==> config.mk <==
export PLATFORM = sky130hd
export DESIGN_NAME = cp0_regfile
export DESIGN_NICKNAME = d
export VERILOG_FILES = /design/src/rtl/cp0_regfile_pkg.sv /design/src/rtl/cp0_regfile.sv
export SDC_FILE = /design/constraint.sdc
export NUM_CORES = 1
export LEC_CHECK = 0
export BUFFER_PORTS_ARGS = -buffer_cell sky130_fd_sc_hd__buf_2
export CORE_UTILIZATION = 35
export DETAILED_ROUTE_END_ITERATION = 7
export PLACE_DENSITY = 0.73
export SETUP_SLACK_MARGIN = 0.2
export SLEW_MARGIN = 20
export SYNTH_ARGS = -nofsm -noshare
export SYNTH_HDL_FRONTEND = slang
export SYNTH_SLANG_ARGS = --single-unit
==> constraint.sdc <==
create_clock -name clk -period 2.1 [get_ports clk]
set_input_delay 0.21 -clock clk [delete_from_list [all_inputs] [get_ports clk]]
set_output_delay 0.21 -clock clk [all_outputs]
set_load 0.01 [all_outputs]
==> src/rtl/cp0_regfile_pkg.sv <==
// +--------------------------------------------------------------------------+
// | cp0_regfile_pkg : shared CP0 register numbers, bus types and masks       |
// | Revision 1.0                                                             |
// +--------------------------------------------------------------------------+
`default_nettype none

package cp0_regfile_pkg;

    localparam int          REG_BUS_W    = 32;
    typedef logic [REG_BUS_W-1:0] reg_bus_t;

    localparam reg_bus_t    ZERO_WORD    = 32'h0000_0000;
    localparam logic        WRITE_ENABLE = 1'b1;

    localparam logic [4:0]  CP0_REG_COUNT   = 5'd9;
    localparam logic [4:0]  CP0_REG_COMPARE = 5'd11;
    localparam logic [4:0]  CP0_REG_STATUS  = 5'd12;
    localparam logic [4:0]  CP0_REG_CAUSE   = 5'd13;
    localparam logic [4:0]  CP0_REG_EPC     = 5'd14;
    localparam logic [4:0]  CP0_REG_PRID    = 5'd15;
    localparam logic [4:0]  CP0_REG_CONFIG  = 5'd16;

    // Software-writable Cause bits: IV[23], WP[22], IP[9:8]
    localparam reg_bus_t    CAUSE_WMASK  = 32'h00C0_0300;

endpackage : cp0_regfile_pkg

`default_nettype wire

==> src/rtl/cp0_regfile.sv <==
// +--------------------------------------------------------------------------+
// | cp0_regfile : CP0 register file with Count/Compare timer interrupt       |
// | Optional feature macro: CP0_TIMER_INT_EN (timer match + cause[15] OR)     |
// | Revision 1.0                                                             |
// +--------------------------------------------------------------------------+
`default_nettype none

module cp0_regfile
    import cp0_regfile_pkg::*;
#(
    parameter logic [31:0] PRID_VALUE   = 32'h0048_0102,
    parameter logic [31:0] CONFIG_VALUE = 32'h0000_8000,
    parameter logic [31:0] STATUS_RESET = 32'h1000_0000
) (
    input  logic        clk,
    input  logic        rst,
    input  logic        we_i,
    input  logic [4:0]  waddr_i,
    input  logic [31:0] data_i,
    input  logic [4:0]  raddr_i,
    input  logic [5:0]  int_i,
    output logic [31:0] data_o,
    output logic [31:0] count_o,
    output logic [31:0] compare_o,
    output logic [31:0] status_o,
    output logic [31:0] cause_o,
    output logic [31:0] epc_o,
    output logic [31:0] config_o,
    output logic [31:0] prid_o,
    output logic        timer_int_o
);

    reg_bus_t count;
    reg_bus_t compare;
    reg_bus_t status;
    reg_bus_t cause;
    reg_bus_t epc;
    reg_bus_t cause_next;
    logic     timer_int;
    logic     ip7;

    logic wr_count;
    logic wr_compare;
    logic wr_status;
    logic wr_cause;
    logic wr_epc;

    assign wr_count   = (we_i == WRITE_ENABLE) && (waddr_i == CP0_REG_COUNT);
    assign wr_compare = (we_i == WRITE_ENABLE) && (waddr_i == CP0_REG_COMPARE);
    assign wr_status  = (we_i == WRITE_ENABLE) && (waddr_i == CP0_REG_STATUS);
    assign wr_cause   = (we_i == WRITE_ENABLE) && (waddr_i == CP0_REG_CAUSE);
    assign wr_epc     = (we_i == WRITE_ENABLE) && (waddr_i == CP0_REG_EPC);

`ifdef CP0_TIMER_INT_EN
    logic timer_match;

    // Match uses the pre-update count; a Compare write always clears the request.
    assign timer_match = (compare != ZERO_WORD) && (count == compare);

    always_ff @(posedge clk) begin
        if (rst) begin
            timer_int <= 1'b0;
        end else if (wr_compare) begin
            timer_int <= 1'b0;
        end else if (timer_match) begin
            timer_int <= 1'b1;
        end
    end

    assign ip7 = int_i[5] | timer_int;
`else
    assign timer_int = 1'b0;
    assign ip7       = int_i[5];
`endif

    always_comb begin
        cause_next = cause;
        if (wr_cause) begin
            cause_next = (cause & ~CAUSE_WMASK) | (data_i & CAUSE_WMASK);
        end
        cause_next[15:10] = {ip7, int_i[4:0]};
    end

    always_ff @(posedge clk) begin
        if (rst) begin
            count   <= ZERO_WORD;
            compare <= ZERO_WORD;
            status  <= STATUS_RESET;
            cause   <= ZERO_WORD;
            epc     <= ZERO_WORD;
        end else begin
            count <= wr_count ? data_i : count + 32'd1;
            cause <= cause_next;
            if (wr_compare) begin
                compare <= data_i;
            end
            if (wr_status) begin
                status <= data_i;
            end
            if (wr_epc) begin
                epc <= data_i;
            end
        end
    end

    // Registered state only: a write shows up here the cycle after we_i.
    always_comb begin
        data_o = ZERO_WORD;
        if (!rst) begin
            case (raddr_i)
                CP0_REG_COUNT:   data_o = count;
                CP0_REG_COMPARE: data_o = compare;
                CP0_REG_STATUS:  data_o = status;
                CP0_REG_CAUSE:   data_o = cause;
                CP0_REG_EPC:     data_o = epc;
                CP0_REG_PRID:    data_o = PRID_VALUE;
                CP0_REG_CONFIG:  data_o = CONFIG_VALUE;
                default:         data_o = ZERO_WORD;
            endcase
        end
    end

    assign count_o     = count;
    assign compare_o   = compare;
    assign status_o    = status;
    assign cause_o     = cause;
    assign epc_o       = epc;
    assign config_o    = CONFIG_VALUE;
    assign prid_o      = PRID_VALUE;
    assign timer_int_o = timer_int;

endmodule : cp0_regfile

`default_nettype wire

# Word-level counts from Yosys, hierarchy flattened
# Cells that the tools add are included.
[totals]
regBits = 160
input_bits = 51
out_inout_bits = 257
word_cells = 28
[op_classes]
n_addsub = 1
n_eq_ne = 12
mux = 3
bitwise = 1
reduce_logical = 5
[ops]
columns = ["operator", "count"]
rows = [
  ["one-hot mux 32 bit (7 select lines)", 1],
  ["2-to-1 mux 32 bit", 2],
  ["== test 5 x 4 -> 1 bit, second input constant", 11],
  ["adder 32 x 1 -> 32 bit, second input constant", 1],
  ["bitwise OR 32 x 24 -> 32 bit", 1],
  ["== test 5 bit, second input constant", 1],
  ["logical AND 1 bit", 5],
]

# Longest topological paths before layout
[depth]
ltp_word = 3
mapped_depth = 7
mapped_depth_nobuf = 6

# Worst setup path before layout
# No wires, ideal clock.
[synth_timing]
kind = "register to register"
start = "register count[0] (netlist: count_o[0])"
end = "register count[28] (netlist: count_o[28])"
setup_time_ps = 80
t_arrival_ps = 1708
required_time_ps = 2020
path_slack_ps = 312
stages_incl_launch_ff = 7
path_buffers = 0
cell_sequence = "dfxtp_1 -> ha_1 -> nand2_1 -> nor4_4 -> nand4_1 -> xor2_1 -> a211oi_2"
[synth_between]
elab_chain_len = 2
[synth_lines]
columns = ["item", "line", "rtl"]
rows = [
  ["start, declared", "cp0_regfile.sv:33", "reg_bus_t count;"],
  ["start signal, assigned", "cp0_regfile.sv:92", "count <= wr_count ? data_i : count + 32'd1;"],
  ["adder 32 x 1 -> 32 bit", "cp0_regfile.sv:92", ""],
  ["2-to-1 mux 32 bit", "cp0_regfile.sv:92", ""],
]
# No other way between the ends.
# A chain may end at the register's enable or synchronous reset.

# Worst setup path in the final report
[layout_timing]
start = "input port raddr_i[4]"
end = "output port data_o[10]"
[layout_between]
elab_chain_len = 3
[layout_lines]
columns = ["item", "line", "rtl"]
rows = [
  ["start, declared", "cp0_regfile.sv:20", "input logic [4:0] raddr_i,"],
  ["== test 5 bit / == test 5 x 4 -> 1 bit (equally long branches)", "cp0_regfile.sv:110", "case (raddr_i)"],
  ["one-hot mux 32 bit (7 select lines) *", "cp0_regfile.sv:110", ""],
  ["2-to-1 mux 32 bit *", "cp0_regfile.sv:109", "if (!rst) begin"],
  ["end, declared", "cp0_regfile.sv:22", "output logic [31:0] data_o,"],
]
# Mark *: on every way between the ends. The rest lies on a longest branch, timed or not.

==> results.txt <==
The run finished with clean final reports. The number of synthesis warnings came out at 0. The hold violation count in the final report is 0. Fill cells in the final layout number 1924. Cells with a size suffix above 1 make up around 28% of the layout.

The total chip power is slightly below 6 mW. The number of placement rows came out at 50. In this run the most critical hold path is launched from int_i[1]. The area share of the largest cell type after synthesis came out at 40.2%. The worst setup path is launched from a primary input. The largest net degree at the start of global routing came out at 140. The launching point of the worst reg2reg path is count_o[2]. The count of nets left with antenna violations once routing finished came out at 0. The synthesized design spends more area on one cell type than any other, namely dfxtp_1.

The total wire length came out at around 24000 microns. In this run the mean area of a mapped cell was roughly 7.7 sq um. The commonest non-fill, non-tap cell in the layout is nand2_1.

In the layout the commonest cells are nand2_1 (223), buf_2 (219), dfxtp_1 (135). Across all layers, the routed design uses 6956 vias. After detailed routing, the average wire length per cell comes to 17.1 microns. The number of H-tree branching levels came out at 4. The number of nets in the layout came out at roughly 1200.

The worst setup path is captured at an output pin. TritonCTS built the clock tree. Across the run, the number of max-cap violations was 0. The cell area after placement is 0.00815 sq mm. The core utilization of the finished layout is 46.3%. The area added between synthesis and finish came out at 27.8%. The global placer's final weighted congestion is 0.784.

The headroom to the max-slew limit is 56.3%. The die area came out at slightly above 0.02 sq mm. The minimum period implied by the final worst setup slack came out at roughly 1.9 ns. The worst clock skew on the final layout came out at 0.0102 ns. The aggregate global routing overflow is 0. Dividing total power by cell area gives a power density of 676 mW/mm^2. The summed instance area of the synthesized netlist is between 0.006 and 0.007 sq mm.

The count of different cell masters after synthesis came out at 43. In this run the worst path has a maximum fanout of 21. The first-pass GRT wire length is approximately 35000 microns. The type of the worst setup path is in2out. Setup repair after global routing left no endpoint under its margin.

After technology mapping, the gate count stands at 888. The final instance area came out at slightly below 0.009 sq mm. The initial antenna violation count came out at 0. For this run, the top clock speed supported by timing is about 540 MHz. The number of synthesized register bits is around 140. For the worst setup path, the data required time is ~1.9 ns.

The final number of max-transition violations is 0. The most used flip-flop cell after synthesis is dfxtp_1. The clock passes through at most 2 buffers. The worst path meets setup with 0.249 ns of slack. The sequential-to-total area share from yosys stat is a little over 40%. Clock tree synthesis inserted a total of 17 buffers. The HPWL after detailed placement came out at 16700 microns.

The effective utilization at floorplan came out at between 30 and 40%. The number of clock sinks is 138. The chip width came out at around 140 microns. The worst endpoint data arrival time is 1.64 ns. The number of detailed-routing iterations run before antenna repair is 7.

The actual transition at the worst max-transition pin is 0.655 ns. The min-delay analysis places its worst path in the category in2reg. The standby leakage power came out at between 3 and 4 nW. The number of global-route vias before repair came to between 6000 and 7000.

Timing analysis after detailed placement gives a worst setup slack of 0.183 ns. The number of antenna diodes in the final layout is 0. During placement, the flow inserted port buffers numbering 220.

For this run, asynchronously set or reset flops after synthesis account for 0%. The detail-routed via count per cell is 5.03. For the worst-skew pair, the clock arrives at the later sink with an insertion delay of 0.43 ns. The most critical setup path has its startpoint at raddr_i[4]. The count of pins on the block boundary is 308. Yosys attributes the largest share of cell area to dfxtp_1 (40%), nand2_1 (12%), buf_4 (9.5%). The height of the die came out at 142 microns. The final worst-path cycle share is between 80% and 90%. The global-route total usage across every layer is 22.9%.

After clock tree synthesis, the clock-pin slew on the worst setup and hold paths is 0.05 ns. After routing, the total negative slack on setup checks comes to 0 ns. The detailed router's first-iteration violation count came out at 541. The number of synthesized flops with an enable pin came out at 0.

The area of the core came out at approximately 0.019 sq mm. For this run, design rule violations remaining after detail routing come to 0. Setup violations remaining at the end of the flow were counted as 0. The largest vdd supply drop is ~0.00056 V. The cell sitting at the root of the clock tree is a clkbuf_16.
layer usage:
layer	vias to the layer above	GRT usage (%)	routed length [microns]	part of all wire, %
li1	3315	-	-	-
met1	3235	29.2	10000	42
met2	348	37.9	11200	47
met3	58	4.85	1770	7.5
met4	0	8.09	609	2.6
met5	-	0	0	0
path summary, 6_finish.rpt:
check                      to  slack [ns]  cells past startpoint
hold / removal    cause_o[11]        0.02                      2
setup / recovery   data_o[10]        0.25                      8
setup reg to reg  count_o[31]        0.27                      6
hold reg to reg     epc_o[25]        0.47                      2
through the flow:
stage | std cells | hold WS [ns]
finish | 1383 | 0.0208
global route | 1383 | 0.0433
CTS | 1382 | 0.00492
detailed placement | 1347 | 0.426
global placement | 1347 | 0.423
floorplan | 973 | 0.318
layout make-up:
class	count	area, sq um	share of cell area [%]
Timing Repair Buffer	268	1560	17.7
Sequential cell	138	2770	31.5
Clock buffer	19	453	5.16
Clock inverter	11	98.8	1.13
Multi-Input combinational cell	686	3580	40.7
Inverter	1	3.75	0.0427
Tap cell	260	325	3.70
where the power goes:
| part | switching [mW] | internal (mW) | total, mW |
|---|---|---|---|
| logic | 0.300 | 0.130 | 0.429 |
| registers | 0.0319 | 2.65 | 2.68 |
| clock network | 1.15 | 1.67 | 2.82 |
| total | 1.48 | 4.45 | 5.94 |
kinds of logic (layout without fill, tap and decap cells):
kind of cell | after synthesis | in the layout | share of synthesized area (%)
AND/OR/NAND/NOR | 335 | 335 | 21.4
AO/OA/AOI/OAI | 229 | 229 | 20.6
buffers and inverters | 149 | 299 | 13.1
flip-flops | 138 | 138 | 40.2
XOR/XNOR | 30 | 30 | 3.82
multiplexers | 4 | 4 | 0.583
other | 2 | 87 | 0.109
adder cells (fa/ha/maj) | 1 | 1 | 0.182
synth_stat cells, types with 2 or more instances:
master and n:
clkbuf_1 47, a211oi_2 5, nor2_2 2, nand4_1 12, nor4_1 3, nand2_1 224, buf_4 87, mux2i_1 4
a22oi_1 58, and3_1 5, nor3_1 7, xor2_1 21, xnor2_1 9, a31oi_1 8, dfxtp_1 138, o21ai_0 5
nor2b_1 6, o31ai_1 3, nand2b_1 3, a211oi_1 23, nand4b_1 2, conb_1 2, nand3_1 11, buf_1 2
a221oi_1 2, and2_1 2, nand3b_1 3, buf_2 12, and4_1 2, a21oi_1 124, nor2_1 44
registers in the layout (all words and copies together), names as in the netlist:
signal,cells
compare_o,32
status_o,32
count_o,32
epc_o,32
cause_o,10
repair_timing:
action | CTS | global route
endpoints found under the hold margin | 5 | 0
endpoints found under the setup margin | 6 | 26
gates cloned | 0 | 0
pin swaps | 1 | 0
hold buffers | 5 | 0
resized for setup | 1 | 8
setup buffers | 0 | 1
critical path: stages:
cell      delay, ns
buf_2          0.10
nand3b_1       0.18
buf_4          0.18
nor3b_4        0.23
buf_12         0.22
a22oi_1        0.11
a31oi_1        0.23
buf_2          0.17
Power figures use the tool's default switching activity.
